--- src/rtl/uart_tx_arbiter.sv ---
// Round-robin arbiter sharing one UART TX byte channel; grant registered, data/ready zero-latency pass-through.
// tx_ready_i backpressures only the granted requester. `UART_TX_ARB_LINE_LOCK_EN holds a grant per text line.
module uart_tx_arbiter #(
  parameter int unsigned NUM_REQ      = 4,
  parameter int unsigned MAX_BURST    = 64,
  parameter int unsigned IDLE_TIMEOUT = 255
) (
  input  logic                 clk_i,
  input  logic                 rst_i,
  input  logic [NUM_REQ-1:0]   req_valid_i,
  input  logic [8*NUM_REQ-1:0] req_data_i,
  output logic [NUM_REQ-1:0]   req_ready_o,
  output logic                 tx_valid_o,
  output logic [7:0]           tx_data_o,
  input  logic                 tx_ready_i,
  output logic [NUM_REQ-1:0]   grant_o,
  output logic                 busy_o
);
  localparam int unsigned IW = $clog2(NUM_REQ);
  localparam logic [NUM_REQ-1:0] ONE_HOT0 = {{(NUM_REQ-1){1'b0}}, 1'b1};

  if (NUM_REQ < 2 || NUM_REQ > 8 || MAX_BURST < 1 || MAX_BURST > 255 ||
      IDLE_TIMEOUT < 1 || IDLE_TIMEOUT > 65535) begin : g_bad_params
    $error("uart_tx_arbiter: parameter out of range");
  end

  typedef enum logic {S_IDLE, S_GRANT} state_e;

  state_e        state_q, state_d;
  logic [IW-1:0] g_q, g_d, ptr_q, ptr_d;
  logic [IW-1:0] pick, g_next;
  logic          g_vld, xfer, rel;
  logic [7:0]    g_dat;

  function automatic logic [IW-1:0] wrap_add(input logic [IW-1:0] a, input int unsigned b);
    int unsigned s;
    s = 32'(a) + b;
    if (s >= NUM_REQ) s = s - NUM_REQ;
    return IW'(s);
  endfunction

  // Walk the search order backwards so the entry closest to ptr wins.
  always_comb begin
    pick = '0;
    for (int i = NUM_REQ - 1; i >= 0; i--) begin
      if (req_valid_i[wrap_add(ptr_q, 32'(i))]) pick = wrap_add(ptr_q, 32'(i));
    end
  end

  assign g_next = wrap_add(g_q, 32'd1);

  assign busy_o      = (state_q == S_GRANT);
  assign grant_o     = busy_o ? (ONE_HOT0 << g_q) : '0;
  assign g_vld       = req_valid_i[g_q];
  assign g_dat       = req_data_i[8*g_q +: 8];
  assign tx_valid_o  = busy_o & g_vld;
  assign tx_data_o   = busy_o ? g_dat : 8'h00;
  assign req_ready_o = tx_ready_i ? grant_o : '0;
  assign xfer        = tx_valid_o & tx_ready_i;

`ifdef UART_TX_ARB_LINE_LOCK_EN
  logic [7:0]  burst_q, burst_d;
  logic [15:0] idle_q, idle_d;
  logic        burst_hit, idle_hit;

  // Both hits look at the count this cycle would produce.
  assign burst_hit = ({1'b0, burst_q} + 9'd1) >= 9'(MAX_BURST);
  assign idle_hit  = ({1'b0, idle_q} + 17'd1) >= 17'(IDLE_TIMEOUT);
  assign rel       = (xfer & ((g_dat == 8'h0A) | burst_hit)) | (~g_vld & idle_hit);

  always_comb begin
    burst_d = burst_q;
    idle_d  = idle_q;
    if (state_q == S_IDLE) begin
      burst_d = '0;
      idle_d  = '0;
    end else begin
      if (xfer && burst_q != 8'hFF) burst_d = burst_q + 8'd1;
      idle_d = g_vld ? 16'd0 : idle_q + 16'd1;
    end
  end

  always_ff @(posedge clk_i) begin
    if (rst_i) begin
      burst_q <= '0;
      idle_q  <= '0;
    end else begin
      burst_q <= burst_d;
      idle_q  <= idle_d;
    end
  end
`else
  assign rel = xfer;
`endif

  always_comb begin
    state_d = state_q;
    g_d     = g_q;
    ptr_d   = ptr_q;
    case (state_q)
      S_IDLE: begin
        if (|req_valid_i) begin
          state_d = S_GRANT;
          g_d     = pick;
        end
      end
      S_GRANT: begin
        if (rel) begin
          state_d = S_IDLE;
          ptr_d   = g_next;
        end
      end
      default: state_d = S_IDLE;
    endcase
  end

  always_ff @(posedge clk_i) begin
    if (rst_i) begin
      state_q <= S_IDLE;
      g_q     <= '0;
      ptr_q   <= '0;
    end else begin
      state_q <= state_d;
      g_q     <= g_d;
      ptr_q   <= ptr_d;
    end
  end
endmodule

--- config.mk ---
export PLATFORM = sky130hd
export DESIGN_NAME = uart_tx_arbiter
export DESIGN_NICKNAME = d
export VERILOG_FILES = /design/src/rtl/uart_tx_arbiter.sv
export SDC_FILE = /design/constraint.sdc
export NUM_CORES = 1
export LEC_CHECK = 0
export ABC_AREA = 1
export CAP_MARGIN = 20
export CELL_PAD_IN_SITES_DETAIL_PLACEMENT = 0
export CELL_PAD_IN_SITES_GLOBAL_PLACEMENT = 1
export CORE_MARGIN = 4
export CORE_UTILIZATION = 23
export CTS_CLUSTER_DIAMETER = 150
export DETAILED_ROUTE_END_ITERATION = 8
export PLACE_DENSITY = 0.95
export SLEW_MARGIN = 20
export SYNTH_ARGS = -nofsm -noshare
export SYNTH_HDL_FRONTEND = slang
export SYNTH_SLANG_ARGS = --single-unit
--- constraint.sdc ---
create_clock -name clk_i -period 2.6 [get_ports clk_i]
set_input_delay 0.39 -clock clk_i [delete_from_list [all_inputs] [get_ports clk_i]]
set_output_delay 0.39 -clock clk_i [all_outputs]
set_load 0.01 [all_outputs]
==> results.txt, run 1 <==
----------------------------------------------------
[CTS]
  Setup Fix Bufs, Post-CTS ... 0
  Clock latency of the later-clocked register in the worst-skew pair ... 0.22 ns
  Clock tree from TritonCTS ... done
  Buffer levels on the longest clock path ... 2
  Count of cells resized by post-cts repair ... 0
  Clock transition at path regs ... 0.03 ns
  CTS Buf Count ... 3
  Clock root cell ... clkbuf_8
  H-tree lvl count ... 1
  Number of sinks on the clock net ... 5
  Hold buffers post-CTS ... 0

[Setup path]
  Crit. End Element ... output port
  Setup slack, reg-to-reg ... 1.07 ns
  Delay of the slowest critical-path stage ... 0.56 ns
  Maximum fanout along the worst path ... 9
  Worst-case reg-to-reg path depth ... 7
  Worst reg2reg path endpoint ... ptr_q[1]
  Cell class contributing the biggest share of worst-path delay ... buffers and inverters
  CP Data Arrival Time ... 1.93 ns
  Cell chain of the critical path ... inv_1 > a21oi_1 > o21ai_2 > a21oi_4 > clkdlybuf4s50_1
  Worst Path Buf+Inv ... 2
  CP startpoint kind ... flip-flop
  Startpoint of the most critical register-to-register path ... g_q[0]
  Data required time at the worst endpoint ... about 2.2 ns
  Critical Path Slowest Stage Cell ... clkdlybuf4s50_1
  Start point of the critical path ... g_q[0]
  Crit path kind ... flip-flop to output port

[Route]
  Routed vias/inst ... 4.391
  Final wirelength ... around 2900 um
  DR iter-0 viols ... 38
  Residual antenna-violating net count after detailed routing ... 0
  Number of optimization iterations in the first detailed-route pass ... 4
  Average wire per cell in the routed design ... 11.18 um
  Count of vias placed by the detailed router ... 1133
  Number of remaining DRC errors ... 0

[Placed design]
  Final estimated routing congestion in global placement ... 0.8506
  Count of input and output buffers ... 56
  Worst setup timing slack at the placement stage ... 0.2824 ns
  Post-DP Area ... roughly 1400 sq um
  HPWL after detailed placement ... between 2000 and 2500 um

[Global route]
  Wire length of the first global-routing pass ... 4071 um
  Met3 GRT Util ... 1.783%
  Met2 routing resource usage after global routing ... 20.95%
  Initial antenna violation count ... 0
  Gr ovfl total ... 0
  Maximum number of pins on one net before global-route repair ... 18
  Most Crowded Layer GR ... met2
  Vias in the first global route ... 916
  Overall routing resource usage ... 11.27%
  Met1 track demand over resource ... between 10 and 15%

[Power]
  Leakage power ... 0.6561 nW
  Pwr per Cell Area ... 344.7 nW/um^2
  Maximum resistive drop on vdd ... approximately 0.00012 V

[Final layout]
  Ratio of cells with drive above 1 in the final layout ... 12.74%
  ANT cells ... 0
  Commonest cells after routing, fill and taps aside ... clkdlybuf4s50_1 (56), nor2_1 (37), nand2_1 (30), o21ai_0 (16), inv_1 (13)
  Most common cell after layout, fill and taps aside ... clkdlybuf4s50_1
  Final layout net count ... 256
  Post-route cell area ... 1488 sq um
  Post-synthesis to final-layout area growth ... 74.60%

[Floorplan]
  Die area ... 4742 sq um
  Core area ... 3468 sq um
  Y dimension of the die ... between 60 and 70 um
  Initial core utilization ... 24.57%
  Top-level port count ... 57
  Die boundary width ... about 69 um
  Total number of placement rows ... 21

[Worst hold path]
  Worst hold endpoint ... g_q[1]
  Min-delay worst type ... flip-flop to flip-flop
  Source of the worst hold timing path ... g_q[1]
  Hold depth ... 2

[Yosys]
  Total nets after synthesis ... around 200
  Distinct cells, synth ... 22
  Leading register cell type out of synthesis ... dfxtp_1
  Cell area after synthesis ... about 850 sq um
  Share of flip-flops with an asynchronous set or reset after synthesis ... 0%
  Gate Count Post-Synth ... 155
  Total number of yosys warnings ... 0
  Number of flops mapped to enable cells by yosys ... 0
  Mapped Avg Cell Area ... around 5.5 sq um
  Register bit total from synthesis ... 5
  Share of synthesized area occupied by flip-flops and latches ... 11.75%

[Timing]
  Final Setup Violations ... 0
  Fmax achieved ... 431.5 MHz
  Remaining max-slew budget at the tightest pin ... 72.29%
  Final hold violation count ... 0
  Slew at the pin closest to its max-slew limit ... 0.4150 ns
  Final setup skew ... 0.001444 ns
  Fin crit share ... 89.13%
  Setup Total Neg Slack ... 0 ns
  Worst Setup Slack, final ... 0.2825 ns
  Min cycle time layout ... 2.317 ns
  Final Slew Violations ... 0
  RSZ-0062 raised after global routing ... false

[Job]
  Max-cap viol count ... 0

[Outcome]
  Run status ... finished, final reports clean

----------------------------------------------------
-- routing by layer --
layer,part of all wire [%],vias up
li1,-,609
met1,43,485
met2,48,34
met3,8.3,5
met4,1.4,0
met5,0,-
-- state kept, by name (all words and copies together), names as in the netlist --
register  flops
g_q           2
ptr_q         2
busy_o        1
-- cell usage after synthesis (2+ instances only) --
cell | n | area share [%]
nor2_1 | 37 | 16
nand2_1 | 30 | 13
o21ai_0 | 16 | 9.4
inv_1 | 13 | 5.7
a21oi_1 | 12 | 7.0
nand3_1 | 9 | 5.3
nand2_2 | 7 | 5.1
dfxtp_1 | 5 | 12
inv_2 | 5 | 2.2
ha_1 | 4 | 5.9
buf_6 | 3 | 4.0
a21oi_2 | 2 | 2.1
nand3_2 | 2 | 2.3
o21ai_2 | 2 | 2.1
-- cell families after synthesis --
kind of cell / after synthesis / share of synthesized area (%)
buf+inv: 25 / 14.83
compound gates: 35 / 24.52
flops: 5 / 11.75
fa+ha+maj: 4 / 5.874
simple gates: 86 / 43.02
-- cell type report --
class / count / area [sq um]
Inverter: 19 / 76.32
Timing Repair Buffer: 59 / 583.1
Tap cell: 46 / 57.56
Clock buffer: 4 / 45.04
Multi-Input combinational cell: 125 / 625.6
Fill cell: 397 / 1981
Sequential cell: 5 / 100.1
-- where the power goes --
group          total (W)  switching, W  internal, W
Sequential     0.0000973     0.0000140    0.0000832
Combinational   0.000269      0.000125     0.000143
Clock           0.000147     0.0000411     0.000105
Total           0.000513      0.000181     0.000332
-- worst max path at each step --
stage,to,slack [ns],cells after the start
detailed placement,tx_valid_o,0.28,6
floorplan,req_ready_o[0],1.03,6
global placement,tx_valid_o,0.30,6
global route,tx_data_o[3],0.1,6
CTS,req_ready_o[2],0.25,6
finish,tx_valid_o,0.28,5
-- worst min-delay path: stages, from the launching register on --
cell	delay (ns)
dfxtp_1	0.36
nand2_1	0.09
a21oi_1	0.06
-- stage by stage --
stage / total power [W] / util (%) / hold slack, ns / cells
floorplan: 0.0002452 / - / 0.4524 / 155
global placement: 0.0003687 / 41.59 / 0.5458 / 254
detailed placement: 0.0003696 / 41.59 / 0.5553 / 254
CTS: 0.0005182 / 42.89 / 0.5611 / 258
global route: 0.0005531 / 42.89 / 0.5873 / 258
finish: 0.0005128 / 42.89 / 0.5521 / 258
No activity file was read; power rests on OpenSTA's default activity.
==> inputs of run 2 (changes only) <==
- REMOVE_ABC_BUFFERS: unset -> 1
==> run 2 against run 1 <==
Die area stayed put. Clock power hardly changed. Fmax is 0.86% higher.
==> results.txt, run 2 (synthesis gave the netlist of run 1 again) <==
----------------------------------------------------
[Outcome]
  Run status ... finished, final reports clean

[Timing]
  Remaining max-slew budget at the tightest pin ... roughly 70%
  Final setup skew ... 0.0006614 ns
  Post-Route Hold Slack ... 0.5336 ns
  RSZ-0062 raised after global routing ... false
  Fin crit share ... 88.38%
  Final hold violation count ... 0
  Final Setup Violations ... 0
  Slew at the pin closest to its max-slew limit ... 0.4317 ns
  Setup Total Neg Slack ... 0 ns
  Final Slew Violations ... 0
  Min cycle time layout ... 2.298 ns
  Fmax achieved ... 435.2 MHz

[CTS]
  Clock transition at path regs ... ~0.040 ns
  CTS Buf Count ... 3
  Hold buffers post-CTS ... 0
  Setup Fix Bufs, Post-CTS ... 0
  Buffer levels on the longest clock path ... 2
  Clock root cell ... clkbuf_8
  Clock tree from TritonCTS ... done
  Number of sinks on the clock net ... 5
  H-tree lvl count ... 1
  Count of cells resized by post-cts repair ... 0
  Clock latency of the later-clocked register in the worst-skew pair ... 0.22 ns

[Power]
  Leakage power ... 0.6641 nW
  Pwr per Cell Area ... 345.4 nW/um^2
  Maximum resistive drop on vdd ... ~0.00010 V

[Worst hold path]
  Min-delay worst type ... flip-flop to flip-flop

[Floorplan]
  Y dimension of the die ... approximately 70 um
  Top-level port count ... 57
  Die boundary width ... 68.87 um
  Die area ... 4742 sq um
  Core area ... 3468 sq um
  Initial core utilization ... 24.57%
  Total number of placement rows ... 21

[Setup path]
  Crit. End Element ... output port
  Worst Path Buf+Inv ... 3
  Delay of the slowest critical-path stage ... between 0.5 and 0.6 ns
  Data required time at the worst endpoint ... 2.21 ns
  CP Data Arrival Time ... 1.91 ns
  Crit path kind ... input port to output port
  Cell with the most instances on the worst path ... clkdlybuf4s50_1
  Critical Path Slowest Stage Cell ... clkdlybuf4s50_1
  Maximum fanout along the worst path ... 4
  Cell chain of the critical path ... clkdlybuf4s50_1 > inv_1 > a21oi_1 > o21ai_2 > a21oi_4 > clkdlybuf4s50_1
  Cell class contributing the biggest share of worst-path delay ... buffers and inverters
  CP startpoint kind ... input port

[Placed design]
  Cell Count Post-Placement ... 255
  Final estimated routing congestion in global placement ... about 0.74
  Count of input and output buffers ... 56
  HPWL after detailed placement ... 2323 um
  Post-DP Area ... 1450 sq um

[Final layout]
  Post-route cell area ... 1496 sq um
  Area occupied by multi-input gates ... 625.6 sq um
  ANT cells ... 0
  Total of fill cells in the finished design ... 398
  Final Non-Filler Cells ... around 260
  Most common cell after layout, fill and taps aside ... clkdlybuf4s50_1
  Post-synthesis to final-layout area growth ... 75.62%
  Final layout net count ... 257
  Ratio of cells with drive above 1 in the final layout ... approximately 14%
  Area occupied by registers ... 100.1 sq um
  Commonest cells after routing, fill and taps aside ... clkdlybuf4s50_1 (56), nor2_1 (37), nand2_1 (30), o21ai_0 (16), inv_1 (13)

[Global route]
  Maximum number of pins on one net before global-route repair ... 14
  Initial antenna violation count ... 0
  Gr ovfl total ... 0
  Vias in the first global route ... 959
  Overall routing resource usage ... 11.64%
  Wire length of the first global-routing pass ... 4215 um

[Route]
  Final wirelength ... around 2900 um
  Number of optimization iterations in the first detailed-route pass ... 4
  Average wire per cell in the routed design ... 11.15 um
  DR iter-0 viols ... 48
  Highest routing layer actually used ... met4
  Routed vias/inst ... ~4.4
  Number of remaining DRC errors ... 0
  M1 WL ... 1305 um
  Count of vias placed by the detailed router ... 1132
  Detailed route wirelength on metal2 ... 1262 um
  Met3 wire length ... slightly above 300 um
  Residual antenna-violating net count after detailed routing ... 0

[Job]
  Max-cap viol count ... 0

----------------------------------------------------
[run 2: cell types whose count changed in the layout (fill, tap and decap cells not counted)]
cell | previous run | this run
clkbuf_1 | 1 | 0
buf_4 | 3 | 4
clkinv_2 | 0 | 1
[run 2: cell type report]
cell class,count,share of cell area [%]
clock buffers,3,2.759
clock inverters,1,0.3344
inverters,19,5.100
multi-input cells,125,41.81
flip-flops and latches,5,6.689
well taps,46,3.846
repair buffers,60,39.46
[run 2: where the power goes]
part           internal (W)  switching [W]
registers         0.0000831      0.0000102
logic              0.000146       0.000131
clock network      0.000103      0.0000437
[run 2: worst register-to-register path, delay by kind of cell, from the launching register on]
kind / cells / cell delay [ns]
AO/OA/AOI/OAI: 3 / 0.40
buffers and inverters: 2 / 0.39
flip-flops: 1 / 0.39
AND/OR/NAND/NOR: 2 / 0.19
[run 2: path summary, 6_finish.rpt]
path / depth (start not counted) / end / slack [ns] / from
max: 6 / tx_valid_o / 0.30 / req_valid_i[2]
min: 2 / g_q[0] / 0.53 / g_q[0]
max reg2reg: 7 / ptr_q[0] / 1.16 / g_q[0]
min reg2reg: 2 / g_q[0] / 0.53 / g_q[0]
[run 2: stage by stage]
step / utilization, % / total power [W] / setup WS [ns]
floorplan: - / 0.0002313 / 0.7084
global placement: 41.81 / 0.0003724 / 0.2976
detailed placement: 41.81 / 0.0003733 / 0.2940
CTS: 43.15 / 0.0005233 / 0.2887
global route: 43.15 / 0.0005586 / 0.1719
finish: 43.15 / 0.0005169 / 0.3022
[run 2: metal layers]
layer / vias up / GRT usage, %
li1: 607 / -
met1: 483 / 14.31
met2: 40 / 19.29
met3: 2 / 3.079
met4: 0 / 4.380
met5: - / 0
